--- src/rtl/ansi_parser.sv ---
// rtl/ansi_parser.sv - VT100/ANSI escape parser splitting a byte stream into characters and commands
module ansi_parser #(
    parameter int TIMEOUT_CLKS = 120000
) (
    input  logic       clk,
    input  logic       rst,
    input  logic [7:0] i_byte,
    input  logic       i_byte_v,
    output logic [7:0] o_char,
    output logic       o_char_v,
    output logic [3:0] o_cmd,
    output logic [7:0] o_arg0,
    output logic [7:0] o_arg1,
    output logic       o_cmd_v,
    output logic       o_err
);
    localparam int CW = (TIMEOUT_CLKS > 2) ? $clog2(TIMEOUT_CLKS) : 1;
    localparam logic [CW-1:0] TO_LAST = CW'(TIMEOUT_CLKS - 1);

    typedef enum logic [2:0] {GROUND, ESC, CSI_P0, CSI_P1, CSI_IGN} state_t;

    state_t        state;
    state_t        cur;
    logic          timed_out;
    logic          ign_args;
    logic          pres0, pres1;
    logic [7:0]    arg0, arg1;
    logic [CW-1:0] tcnt;

    function automatic logic [7:0] acc(input logic [7:0] a, input logic [7:0] ch);
        logic [11:0] t;
        t = 12'(a) * 12'd10 + 12'(ch - 8'h30);
        return (t > 12'd255) ? 8'd255 : t[7:0];
    endfunction

    function automatic logic is_fmt(input logic [7:0] b);
        return (b == 8'h08) || (b == 8'h09) || (b == 8'h0A) || (b == 8'h0D);
    endfunction

    function automatic logic [7:0] one_if_zero(input logic p, input logic [7:0] a);
        return (!p || a == 8'd0) ? 8'd1 : a;
    endfunction

    // A timeout aborts first, so a byte on the same edge is parsed from GROUND.
    always_comb begin
        timed_out = (state != GROUND) && (tcnt == TO_LAST);
        cur = timed_out ? GROUND : state;
    end

    always_ff @(posedge clk) begin
        if (!rst) begin
            state    <= GROUND;
            ign_args <= 1'b0;
            pres0    <= 1'b0;
            pres1    <= 1'b0;
            arg0     <= 8'd0;
            arg1     <= 8'd0;
            tcnt     <= '0;
            o_char   <= 8'd0;
            o_char_v <= 1'b0;
            o_cmd    <= 4'd0;
            o_arg0   <= 8'd0;
            o_arg1   <= 8'd0;
            o_cmd_v  <= 1'b0;
            o_err    <= 1'b0;
        end else begin
            o_char_v <= 1'b0;
            o_cmd_v  <= 1'b0;
            o_err    <= timed_out;
            state    <= cur;
            tcnt     <= (cur == GROUND || i_byte_v) ? '0 : tcnt + CW'(1);

            if (i_byte_v) begin
                if (cur == GROUND) begin
                    if ((i_byte >= 8'h20 && i_byte <= 8'h7E) || is_fmt(i_byte)) begin
                        o_char   <= i_byte;
                        o_char_v <= 1'b1;
                    end else if (i_byte == 8'h1B) begin
                        state <= ESC;
                    end
                end else if (i_byte < 8'h20) begin
                    if (is_fmt(i_byte)) begin
                        o_char   <= i_byte;
                        o_char_v <= 1'b1;
                    end else if (i_byte == 8'h18 || i_byte == 8'h1A) begin
                        o_err <= 1'b1;
                        state <= GROUND;
                    end else if (i_byte == 8'h1B) begin
                        state    <= ESC;
                        arg0     <= 8'd0;
                        arg1     <= 8'd0;
                        pres0    <= 1'b0;
                        pres1    <= 1'b0;
                        ign_args <= 1'b0;
                    end
                end else if (cur == ESC) begin
                    if (i_byte == 8'h5B) begin
                        state    <= CSI_P0;
                        arg0     <= 8'd0;
                        arg1     <= 8'd0;
                        pres0    <= 1'b0;
                        pres1    <= 1'b0;
                        ign_args <= 1'b0;
                    end else if (i_byte == 8'h63) begin
                        o_cmd   <= 4'd8;
                        o_arg0  <= 8'd0;
                        o_arg1  <= 8'd0;
                        o_cmd_v <= 1'b1;
                        state   <= GROUND;
                    end else begin
                        o_err <= 1'b1;
                        state <= GROUND;
                    end
                end else if (i_byte >= 8'h30 && i_byte <= 8'h39) begin
                    if (cur == CSI_P0) begin
                        arg0  <= acc(arg0, i_byte);
                        pres0 <= 1'b1;
                    end else if (cur == CSI_P1) begin
                        arg1  <= acc(arg1, i_byte);
                        pres1 <= 1'b1;
                    end
                end else if (i_byte == 8'h3B) begin
                    if (cur == CSI_P0) begin
                        state <= CSI_P1;
                    end else if (cur == CSI_P1) begin
                        state    <= CSI_IGN;
                        ign_args <= 1'b1;
                    end
                end else if (i_byte <= 8'h3F) begin
                    // Private markers and intermediates make the sequence unsupported.
                    state    <= CSI_IGN;
                    ign_args <= 1'b0;
                end else if (i_byte <= 8'h7E) begin
                    state <= GROUND;
                    if (cur == CSI_IGN && !ign_args) begin
                        o_err <= 1'b1;
                    end else begin
                        case (i_byte)
                            8'h41, 8'h42, 8'h43, 8'h44: begin
                                o_cmd   <= 4'(i_byte - 8'h40);
                                o_arg0  <= one_if_zero(pres0, arg0);
                                o_arg1  <= 8'd0;
                                o_cmd_v <= 1'b1;
                            end
                            8'h48, 8'h66: begin
                                o_cmd   <= 4'd5;
                                o_arg0  <= one_if_zero(pres0, arg0);
                                o_arg1  <= one_if_zero(pres1, arg1);
                                o_cmd_v <= 1'b1;
                            end
                            8'h4A, 8'h4B: begin
                                o_cmd   <= (i_byte == 8'h4A) ? 4'd6 : 4'd7;
                                o_arg0  <= pres0 ? arg0 : 8'd0;
                                o_arg1  <= 8'd0;
                                o_cmd_v <= 1'b1;
                            end
                            default: o_err <= 1'b1;
                        endcase
                    end
                end
            end
        end
    end
endmodule

--- config.mk ---
export PLATFORM = sky130hd
export DESIGN_NAME = ansi_parser
export DESIGN_NICKNAME = d
export VERILOG_FILES = /design/src/rtl/ansi_parser.sv
export SDC_FILE = /design/constraint.sdc
export NUM_CORES = 1
export LEC_CHECK = 0
export ABC_AREA = 1
export CAP_MARGIN = 10
export CORE_ASPECT_RATIO = 1.25
export CORE_MARGIN = 4
export CORE_UTILIZATION = 60
export DETAILED_ROUTE_END_ITERATION = 8
export PLACE_DENSITY = 0.81
export SETUP_SLACK_MARGIN = 0.2
export SLEW_MARGIN = 25
export SYNTH_ARGS = -nofsm -noshare
export SYNTH_HDL_FRONTEND = slang
export SYNTH_SLANG_ARGS = --single-unit
--- constraint.sdc ---
create_clock -name clk -period 4.17 [get_ports clk]
set_clock_uncertainty 0.05 [all_clocks]
set_input_delay 1.251 -clock clk [delete_from_list [all_inputs] [get_ports clk]]
set_output_delay 1.251 -clock clk [all_outputs]
set_load 0.01 [all_outputs]
==> results.json <==
{
  "synth_cells": 871,
  "dpl-instance-area_sq_um": 6260,
  "setup_viol": 0,
  "min_path_cells": 1,
  "rsz0062_at_grt": "no",
  "finalInstanceArea_sq_um": 6570,
  "worst_pin_slew_ps": 509,
  "grt_use_total": 0.263,
  "maxCapViolCount": 0,
  "clock_sinks": 70,
  "path_clk_slew_ps": 60,
  "start_util": 0.620,
  "drive_gt1_frac": 0.0891,
  "status": "finished clean",
  "crit_chain": "clkdlybuf4s50_1 -> ha_1 -> inv_1 -> nand2_2 -> inv_2 -> ha_2 -> nand2_1 -> nor2_1 -> nand3_1 -> nand3_1 -> nand3_1 -> nand2_1 -> nand3_2 -> nor2_1 -> nor2_1 -> nor2_1 -> nor2_1",
  "multiInputGateArea_sq_um": 3810,
  "dp.cells": 1027,
  "period_needed_ps": 3720,
  "final_cell_mix": "nand2_1 (222), nor2_1 (101), inv_1 (99)",
  "cts_htree_levels": 3,
  "cp_max_fo": 8,
  "final_common_cell": "nand2_1",
  "wirelength_um": 14300,
  "clockRootBuffer": "clkbuf_16",
  "cts_tree": "built",
  "worst_ep_required_time_ps": 4330,
  "crit_path_frequent_cell": "nor2_1",
  "grt-ovfl-total": 0,
  "nFillCells": 823,
  "fmax_ghz": 0.269,
  "ant_nets": 0,
  "min_path_type": "reg -> reg",
  "core_sq_um": 9270,
  "whs_ps": 406,
  "synth-seq-cells": 70,
  "yosysSeqAreaShare": 0.244,
  "start_kind": "input port",
  "critPathKind": "in -> reg",
  "via_count": 5720,
  "drt_iter0_markers": 321,
  "gp_congestion": 0.886,
  "detail_route.vias_per_cell": 5.48,
  "seqCellArea_sq_um": 1400,
  "clkLatencyLatePin_ps": 340,
  "grt_pass1_vias": 5363,
  "ios": 42,
  "dieArea_sq_um": 11200,
  "fin_util": 0.708,
  "clockBufferDepth": 2,
  "drv_slew": 0,
  "grt_max_degree": 41,
  "ys_types": 48,
  "ir_drop_uv": 250,
  "wl_per_cell_um": 13.7,
  "area_delta_synth_final_pct": 14.2,
  "synthesis.area_sq_um": 5750,
  "layoutNonFillerInstCount": 1043,
  "grt_pass1_wl_um": 24200,
  "power_density_nw_per_um2": 239,
  "crit_arrival_ps": 3880,
  "max_stage_delay_ps": 530,
  "power.leakage_uw": 0.00312,
  "fin_tns_setup_ps": 0,
  "yosysWarningCount": 0,
  "num_antenna_cells": 0,
  "cts_buffers": 9,
  "cts_setup_buffers": 0,
  "finalHoldViolCount": 0,
  "endpoint_kind": "flop",
  "r2r_cells": 21,
  "dieWidth_um": 95.5,
  "crit_slowest_cell": "clkdlybuf4s50_1",
  "drtPass1Iterations": 5,
  "io_buffers": 41,
  "die-height_um": 117,
  "slew_headroom": 0.660,
  "fin_nets": 979,
  "drc_errors": 0,
  "postCtsHoldBufs": 0,
  "antenna_found_initial": 0,
  "synth_nets": 935,
  "period_share": 0.891,
  "avgSynthCellArea_sq_um": 6.60,
  "place_hpwl_um": 11200,
  "row_count": 39
}
-- Yosys cell counts, drive strengths merged --
cell / n / area (sq um)
nor2: 111 / 498
nor4: 3 / 18.8
clkbuf: 3 / 11.3
xnor2: 13 / 114
or2: 1 / 6.26
o21a: 2 / 15.0
a21o: 1 / 7.51
a31oi: 2 / 18.8
dfxtp: 70 / 1400
nand4: 19 / 119
o21bai: 2 / 15.0
nand2: 230 / 886
nor3b: 3 / 22.5
and2: 3 / 21.3
xor2: 11 / 96.3
o21ai: 19 / 118
a21boi: 2 / 18.8
buf: 17 / 144
a21oi: 81 / 435
nand3b: 1 / 7.51
ha: 49 / 613
fa: 4 / 80.1
nor3: 12 / 80.1
o211ai: 2 / 15.0
inv: 108 / 413
nand3: 102 / 573
-- path summary, 6_finish.rpt --
| kind | end | start | slack [ps] |
|---|---|---|---|
| max | arg0[4] | i_byte[5] | 450 |
| min | tcnt[0] | tcnt[0] | 410 |
| max reg2reg | arg0[4] | arg0[1] | 470 |
| min reg2reg | tcnt[0] | tcnt[0] | 410 |
-- stage by stage --
stage / setup slack [ps] / power (uW)
floorplan: 894 / 809
global placement: 35.9 / 870
detailed placement: 0.346 / 873
CTS: 290 / 1560
global route: 207 / 1620
finish: 453 / 1570
-- power breakdown --
group	total, uW	internal [uW]	switching (uW)
combinational	188	68.2	119
clock	701	403	299
sequential	677	674	3.14
-- cell families (layout without fill, tap and decap cells) --
family	Yosys count	count (layout)	synth area share
DFF	70	70	0.244
buffers and inverters	128	177	0.0988
xor gates and xnor gates	24	24	0.0366
and+or+nand+nor	485	485	0.388
AOI/OAI and AO/OA	111	111	0.112
adders and majority gates	53	53	0.121
-- critical path, delay by kind of cell --
family                   cells  cell delay, ps
AND/OR/NAND/NOR             12            1310
adder cells (fa/ha/maj)      2             590
buffers and inverters        3             720
-- area by class of cell --
class / count / area share
Clock buffer: 9 / 0.0343
Clock inverter: 7 / 0.00743
Inverter: 108 / 0.0629
Multi-Input combinational cell: 673 / 0.580
Sequential cell: 70 / 0.214
Tap cell: 123 / 0.0234
Timing Repair Buffer: 53 / 0.0781
-- state kept, by name, indices dropped and copies added (netlist names), 3 cells and up --
register and cells:
tcnt 17, arg0 8, arg1 8, o_arg0 8, o_arg1 8, o_char 8
o_cmd 4, state 3
-- repair_timing --
action                                 CTS  global route
endpoints found under the hold margin    0             0
resized for setup                        0             7
setup endpoints to repair                0            14
-- layer usage --
| metal | GRT usage | vias to the layer above | wire length, um |
|---|---|---|---|
| met5 | 0 | - | 0 |
| met4 | 0.106 | 0 | 473 |
| met3 | 0.0371 | 41 | 741 |
| met2 | 0.445 | 177 | 7020 |
| met1 | 0.329 | 2566 | 6080 |
| li1 | - | 2936 | - |
Power figures use the tool's default switching activity.
